===== config.mk =====
export PLATFORM = sky130hd
export DESIGN_NAME = instr_encoder_loader
export DESIGN_NICKNAME = d
export VERILOG_FILES = /design/src/rtl/encoder_pkg.sv /design/src/rtl/instr_field_packer.sv /design/src/rtl/instr_encoder_loader.sv
export SDC_FILE = /design/constraint.sdc
export NUM_CORES = 1
export LEC_CHECK = 0
export CAP_MARGIN = 25
export CORE_MARGIN = 2
export CORE_UTILIZATION = 50
export CTS_CLUSTER_SIZE = 10
export DETAILED_ROUTE_END_ITERATION = 16
export PLACE_DENSITY_LB_ADDON = 0.15
export SLEW_MARGIN = 15
export SYNTH_ARGS = -nofsm -noshare
export SYNTH_HDL_FRONTEND = slang
export SYNTH_SLANG_ARGS = --single-unit

===== constraint.sdc =====
create_clock -name clk -period 3.22 [get_ports clk]
set_clock_uncertainty 0.05 [all_clocks]
set_input_delay 0.644 -clock clk [delete_from_list [all_inputs] [get_ports clk]]
set_output_delay 0.644 -clock clk [all_outputs]
set_load 0.1 [all_outputs]

===== src/rtl/encoder_pkg.sv =====
// encoder_pkg: shared definitions for the RV32I instruction encoder/loader.
//   - descriptor class codes (0..9 legal, 10..15 illegal)
//   - the nine 7-bit RV32I major opcodes
//   - loader FSM state type
//   - canonical NOP word and a signed-range helper
package encoder_pkg;

   localparam logic [3:0] CLS_R      = 4'd0;
   localparam logic [3:0] CLS_IALU   = 4'd1;
   localparam logic [3:0] CLS_LOAD   = 4'd2;
   localparam logic [3:0] CLS_STORE  = 4'd3;
   localparam logic [3:0] CLS_BRANCH = 4'd4;
   localparam logic [3:0] CLS_LUI    = 4'd5;
   localparam logic [3:0] CLS_AUIPC  = 4'd6;
   localparam logic [3:0] CLS_JAL    = 4'd7;
   localparam logic [3:0] CLS_JALR   = 4'd8;
   localparam logic [3:0] CLS_LI     = 4'd9;

   localparam logic [6:0] OPC_R      = 7'b0110011;
   localparam logic [6:0] OPC_I      = 7'b0010011;
   localparam logic [6:0] OPC_LOAD   = 7'b0000011;
   localparam logic [6:0] OPC_STORE  = 7'b0100011;
   localparam logic [6:0] OPC_BRANCH = 7'b1100011;
   localparam logic [6:0] OPC_LUI    = 7'b0110111;
   localparam logic [6:0] OPC_AUIPC  = 7'b0010111;
   localparam logic [6:0] OPC_JAL    = 7'b1101111;
   localparam logic [6:0] OPC_JALR   = 7'b1100111;

   localparam logic [31:0] NOP = 32'h0000_0013;

   typedef enum logic [1:0] {
      IDLE,
      HOLD,
      HOLD_LUI
   } state_e;

   // True when v, read as a signed 32-bit value, fits in a bits-wide signed field.
   function automatic logic fits_signed(input logic [31:0] v, input int unsigned bits);
      int lim;
      lim = 1 << (bits - 1);
      return ($signed(v) >= -lim) && ($signed(v) < lim);
   endfunction

endpackage


===== src/rtl/instr_field_packer.sv =====
// instr_field_packer: combinational encoder from a decoded descriptor to RV32I words.
//   cls/rd/rs1/rs2/funct3/alt/imm : descriptor fields
//   word      : first (or only) word to write
//   lui_word  : LUI half of an LI expansion
//   addi_word : ADDI half of an LI expansion
//   two_word  : LI needs LUI followed by ADDI
//   range_err : immediate does not fit the class's field
//   illegal   : class code 10..15
module instr_field_packer
   import encoder_pkg::*;
(
   input  logic [3:0]  cls,
   input  logic [4:0]  rd,
   input  logic [4:0]  rs1,
   input  logic [4:0]  rs2,
   input  logic [2:0]  funct3,
   input  logic        alt,
   input  logic [31:0] imm,
   output logic [31:0] word,
   output logic [31:0] lui_word,
   output logic [31:0] addi_word,
   output logic        two_word,
   output logic        range_err,
   output logic        illegal
);

   logic [6:0]  f7;
   logic [19:0] li_hi;
   logic        is_shift;

   assign f7       = alt ? 7'b0100000 : 7'b0000000;
   assign is_shift = (funct3 == 3'b001) || (funct3 == 3'b101);
   // (imm + 0x800) >> 12 only needs the upper 20 bits plus the carry out of bit 11.
   assign li_hi    = imm[31:12] + {19'd0, imm[11]};

   always_comb begin
      word      = NOP;
      lui_word  = {li_hi, rd, OPC_LUI};
      addi_word = {imm[11:0], rd, 3'b000, rd, OPC_I};
      two_word  = 1'b0;
      range_err = 1'b0;
      illegal   = 1'b0;
      case (cls)
         CLS_R: word = {f7, rs2, rs1, funct3, rd, OPC_R};
         CLS_IALU: begin
            if (is_shift) begin
               range_err = |imm[31:5];
               word      = {f7, imm[4:0], rs1, funct3, rd, OPC_I};
            end else begin
               range_err = !fits_signed(imm, 12);
               word      = {imm[11:0], rs1, funct3, rd, OPC_I};
            end
         end
         CLS_LOAD: begin
            range_err = !fits_signed(imm, 12);
            word      = {imm[11:0], rs1, funct3, rd, OPC_LOAD};
         end
         CLS_STORE: begin
            range_err = !fits_signed(imm, 12);
            word      = {imm[11:5], rs2, rs1, funct3, imm[4:0], OPC_STORE};
         end
         CLS_BRANCH: begin
            range_err = !fits_signed(imm, 13) || imm[0];
            word      = {imm[12], imm[10:5], rs2, rs1, funct3, imm[4:1], imm[11], OPC_BRANCH};
         end
         CLS_LUI: begin
            range_err = |imm[11:0];
            word      = {imm[31:12], rd, OPC_LUI};
         end
         CLS_AUIPC: begin
            range_err = |imm[11:0];
            word      = {imm[31:12], rd, OPC_AUIPC};
         end
         CLS_JAL: begin
            range_err = !fits_signed(imm, 21) || imm[0];
            word      = {imm[20], imm[10:1], imm[11], imm[19:12], rd, OPC_JAL};
         end
         CLS_JALR: begin
            range_err = !fits_signed(imm, 12);
            word      = {imm[11:0], rs1, 3'b000, rd, OPC_JALR};
         end
         CLS_LI: begin
            if (fits_signed(imm, 12)) begin
               word = {imm[11:0], 5'd0, 3'b000, rd, OPC_I};
            end else begin
               word     = lui_word;
               two_word = |imm[11:0];
            end
         end
         default: illegal = 1'b1;
      endcase
   end

endmodule


===== src/rtl/instr_encoder_loader.sv =====
// instr_encoder_loader: encodes descriptors into RV32I words and streams them
// into instruction memory through a write port with backpressure.
//   clk, rst                : clock, synchronous active-high reset
//   in_valid/in_ready       : descriptor handshake
//   in_class..in_imm        : descriptor fields
//   mem_we/mem_ready        : memory write handshake
//   mem_addr/mem_wdata      : byte address and word of the held write
//   start/start_addr        : reload the address counter (deferred to sequence end)
//   word_count              : saturating count of completed writes
//   err_illegal/err_range   : one-cycle pulses for dropped descriptors
module instr_encoder_loader
   import encoder_pkg::*;
#(
   parameter int unsigned ADDR_W    = 12,
   parameter int unsigned BASE_ADDR = 0
) (
   input  logic              clk,
   input  logic              rst,
   input  logic              in_valid,
   output logic              in_ready,
   input  logic [3:0]        in_class,
   input  logic [4:0]        in_rd,
   input  logic [4:0]        in_rs1,
   input  logic [4:0]        in_rs2,
   input  logic [2:0]        in_funct3,
   input  logic              in_alt,
   input  logic [31:0]       in_imm,
   output logic              mem_we,
   input  logic              mem_ready,
   output logic [ADDR_W-1:0] mem_addr,
   output logic [31:0]       mem_wdata,
   input  logic              start,
   input  logic [ADDR_W-1:0] start_addr,
   output logic [15:0]       word_count,
   output logic              err_illegal,
   output logic              err_range
);

   state_e            state_q;
   logic              we_q;
   logic [31:0]       wdata_q;
   logic [31:0]       pend_q;
   logic [ADDR_W-1:0] addr_q, addr_d;
   logic [15:0]       count_q, count_d;
   logic              start_pend_q;
   logic [ADDR_W-1:0] start_addr_q;
   logic              err_ill_q, err_rng_q;

   logic [31:0] pk_word, pk_lui, pk_addi;
   logic        pk_two, pk_rng, pk_ill;
   logic        seq_end, fire, accept_ok, done, apply_start;
   logic [ADDR_W-1:0] start_val;

   instr_field_packer u_packer (
      .cls       (in_class),
      .rd        (in_rd),
      .rs1       (in_rs1),
      .rs2       (in_rs2),
      .funct3    (in_funct3),
      .alt       (in_alt),
      .imm       (in_imm),
      .word      (pk_word),
      .lui_word  (pk_lui),
      .addi_word (pk_addi),
      .two_word  (pk_two),
      .range_err (pk_rng),
      .illegal   (pk_ill)
   );

   // A sequence is finished when nothing is held, or the last held word completes now.
   assign seq_end     = (state_q == IDLE) || ((state_q == HOLD) && mem_ready);
   assign in_ready    = seq_end;
   assign fire        = in_valid && in_ready;
   assign accept_ok   = fire && !pk_ill && !pk_rng;
   assign done        = we_q && mem_ready;
   // A fresh start request takes priority over an older deferred one.
   assign start_val   = start ? start_addr : start_addr_q;
   assign apply_start = (start || start_pend_q) && seq_end;

   always_comb begin
      addr_d  = addr_q;
      count_d = count_q;
      if (apply_start) begin
         addr_d  = start_val;
         count_d = '0;
      end else if (done) begin
         addr_d = addr_q + ADDR_W'(4);
         if (count_q != '1) count_d = count_q + 16'd1;
      end
   end

   always_ff @(posedge clk) begin
      if (rst) begin
         state_q      <= IDLE;
         we_q         <= 1'b0;
         wdata_q      <= '0;
         pend_q       <= '0;
         addr_q       <= ADDR_W'(BASE_ADDR);
         count_q      <= '0;
         start_pend_q <= 1'b0;
         start_addr_q <= '0;
         err_ill_q    <= 1'b0;
         err_rng_q    <= 1'b0;
      end else begin
         addr_q    <= addr_d;
         count_q   <= count_d;
         err_ill_q <= fire && pk_ill;
         err_rng_q <= fire && !pk_ill && pk_rng;
         if (apply_start) begin
            start_pend_q <= 1'b0;
         end else if (start) begin
            start_pend_q <= 1'b1;
            start_addr_q <= start_addr;
         end
         case (state_q)
            IDLE, HOLD: begin
               if (accept_ok) begin
                  wdata_q <= pk_two ? pk_lui : pk_word;
                  pend_q  <= pk_addi;
                  we_q    <= 1'b1;
                  state_q <= pk_two ? HOLD_LUI : HOLD;
               end else if ((state_q == HOLD) && mem_ready) begin
                  we_q    <= 1'b0;
                  state_q <= IDLE;
               end
            end
            HOLD_LUI: begin
               if (mem_ready) begin
                  wdata_q <= pend_q;
                  state_q <= HOLD;
               end
            end
            default: begin
               we_q    <= 1'b0;
               state_q <= IDLE;
            end
         endcase
      end
   end

   assign mem_we      = we_q;
   assign mem_addr    = addr_q;
   assign mem_wdata   = wdata_q;
   assign word_count  = count_q;
   assign err_illegal = err_ill_q;
   assign err_range   = err_rng_q;

endmodule


==> metrics.csv <==
metric,value,unit
final_cell_mix,"168 x buf_4, 120 x nor2_1, 95 x dfxtp_1",
ant_nets,0,
ys_seq_elements,95,
syn_to_final_growth,41.1,%
grt_max_degree,33,
vias,5737,
synth_warnings,0,
cts_tree,yes,
powerDensity,402,mW/mm2
insertion_delay,0.37,ns
power_frac_seq,0.420,
drive_gt1_frac,0.244,
core-area,0.0104,mm2
routed_wl,17.4,mm
design_area,0.00757,mm2
maxSlewHeadroom,0.573,
synthArstFlopShare,0,
antennaDiodeCount,0,
first_pass_iters,6,
max_slew.worst_pin.slew,0.640,ns
initialDrtViolationCount,505,
period_share,0.959,
track_usage,0.300,
cp-end-kind,flop,
drv_cap,0,
power.internal,1.95,mW
fin_setup_tns,0,ns
hold_slack,0.410,ns
yosys.area_share.simple,0.249,
num_io_pins,136,
muxShareOfSynthArea,0.0802,
pre_cts_slack,-0.210,ns
worstSetupPathType,input port to flop,
ys_types,70,
start_util,0.517,
hp-class,flop to flop,
synthFlopType,dfxtp_1,
seqCellArea,0.00190,mm2
htreeDepth,3,
path_cells,clkdlybuf4s50_1 -> nor4_4 -> buf_4 -> nand3_1 -> or4_1 -> buf_4 -> and3_4 -> a21oi_1 -> nor4_1 -> a21oi_1 -> nor2_1,
layout_commonest_cell,buf_4,
worstPathRequired,3.40,ns
multi_input_area,0.00325,mm2
synth_top_family_by_area,simple AND/OR/NAND/NOR gates,
port_buffers,135,
placed_cell_area,0.00737,mm2
die_area,0.0116,mm2
fillerInstances,829,
synthAdderAreaFrac,0.0117,
clockBufferDepth,2,
hold_viol,0,
final_nets,932,
clock-sinks,95,
cts_root_buffer,clkbuf_8,
die_x,108,um
wire_per_inst,17.5,um
grt_antenna_before_repair,0,
place.gp.congestion,0.969,
cts_buffers,9,
outcome,completed,
period_needed,3.09,ns
cp_slowest_stage_delay,0.50,ns
p_comb_frac,0.320,
fmax,324,MHz
dp_hpwl,13.8,mm
overflow,0,
cp_max_fo,11,
syn_area_per_cell,8.32,um2
drc,0,
synth-compound-area-share,0.199,
cp_data_arrival_time,3.27,ns
first_global_vias,5460,
finalWorstSetupSlack,0.132,ns
synth-edff-count,0,
synth-seq-area-share,0.355,
via_per_inst,5.76,
rsz0062_at_grt,false,
startpoint_type,input port,
synth_nets,722,
ir_worst_vdd,0.262,mV
slew_viol_final,0,
p_leak,3.15,nW
grt_first_pass_wirelength,27.3,mm
die_h,108,um
syn-instance-count,645,
clkPwrFrac,0.260,
synth_xor_area_frac,0.0620,
synth_area,0.00536,mm2
p_sw,1.09,mW
switching_share,0.359,
critPathSlowestCell,clkdlybuf4s50_1,
rows,37,
clk_pin_slew_worst_paths,0.09,ns
finalSetupViolations,0,
## power by group through the flow
stage | Clock (mW) | Combinational, mW | Sequential, mW
after global placement | 0 | 0.953 | 1.30
after global routing | 0.854 | 1.02 | 1.28
after floorplan | 0 | 0.314 | 1.59
final | 0.791 | 0.972 | 1.28
after CTS | 0.815 | 0.966 | 1.28
after detailed placement | 0 | 0.962 | 1.30
## cells by family (layout without fill, tap and decap cells)
kind of cell,after synthesis,in the layout
fa+ha+maj,5,5
mux,43,43
flops,95,95
xor+xnor,38,38
buf+inv,51,266
simple gates,272,272
compound gates,141,141
## repair_timing
item | in CTS | in global routing
hold buffers | 0 | 0
setup buffers | 0 | 0
setup endpoints to repair | 0 | 4
resized for setup | 0 | 2
## state kept, by name, summed over array words and instances (netlist names)
name / cells
start_addr_q: 12
mem_addr: 12
mem_wdata: 31
err_range: 1
pend_q: 18
mem_we: 1
err_illegal: 1
word_count: 16
state_q: 2
start_pend_q: 1
## routing by layer
metal  track usage  vias up  share of wire
met1         0.380     2661           0.41
met2         0.507      273           0.48
li1              -     2768              -
met4         0.113        0          0.028
met3        0.0551       35          0.079
met5             0        -              0
## per-stage QoR
| stage | total power, mW | utilization | cells |
|---|---|---|---|
| final | 3.04 | 0.730 | 996 |
| after global routing | 3.16 | 0.730 | 996 |
| after CTS | 3.06 | 0.729 | 996 |
| after detailed placement | 2.27 | 0.710 | 980 |
| after global placement | 2.25 | 0.710 | 980 |
| after floorplan | 1.90 | - | 645 |
## worst paths after layout
kind                            depth (start not counted)  slack (ns)                     endpoint                       start
worst max register to register                          8        1.26  word_count[13]$_SDFFE_PP0P_  word_count[4]$_SDFFE_PP0P_
worst min-delay path                                    2        0.41   mem_wdata[22]$_SDFFE_PP0P_  mem_wdata[22]$_SDFFE_PP0P_
worst min register to register                          2        0.41   mem_wdata[22]$_SDFFE_PP0P_  mem_wdata[22]$_SDFFE_PP0P_
worst max-delay path                                   11        0.13   mem_wdata[12]$_SDFFE_PP0P_                  in_imm[24]
## cells in the mapped netlist, types with 3 or more instances
library cell | n | area share
nand2_1 | 44 | 0.031
inv_1 | 8 | 0.0056
nand2b_1 | 6 | 0.0070
mux2i_1 | 43 | 0.080
o21ai_0 | 10 | 0.0093
and3_1 | 13 | 0.015
a22oi_1 | 10 | 0.014
nand3_1 | 20 | 0.019
a31oi_1 | 3 | 0.0035
buf_6 | 3 | 0.0063
a221o_1 | 10 | 0.019
nand4_1 | 12 | 0.014
a222oi_1 | 5 | 0.0093
and4_1 | 8 | 0.013
a221oi_1 | 8 | 0.013
nor3_1 | 14 | 0.013
nor4_1 | 5 | 0.0058
ha_1 | 5 | 0.012
a2111oi_0 | 3 | 0.0049
buf_2 | 4 | 0.0037
nor2_1 | 120 | 0.084
a21oi_1 | 29 | 0.027
buf_4 | 4 | 0.0056
xnor2_1 | 17 | 0.028
a211oi_1 | 28 | 0.039
nor2b_1 | 6 | 0.0070
xor2_1 | 21 | 0.034
and2_1 | 4 | 0.0047
dfxtp_1 | 95 | 0.35
clkbuf_1 | 30 | 0.021
or2_2 | 4 | 0.0047
o211ai_1 | 7 | 0.0098
## area by class of cell
class / count / share of cell area
inverter: 8 / 0.00397
multi-input combinational: 499 / 0.429
sequential: 95 / 0.251
clock inverter: 6 / 0.00892
tap: 136 / 0.0225
clock buffer: 10 / 0.0169
timing repair buffer: 242 / 0.268
## worst max-delay path: cells and delay by family
| family | cells | cell delay [ns] |
|---|---|---|
| compound gates | 2 | 0.46 |
| simple gates | 6 | 1.33 |
| buf+inv | 3 | 0.84 |
(Power assumes the default switching activity.)
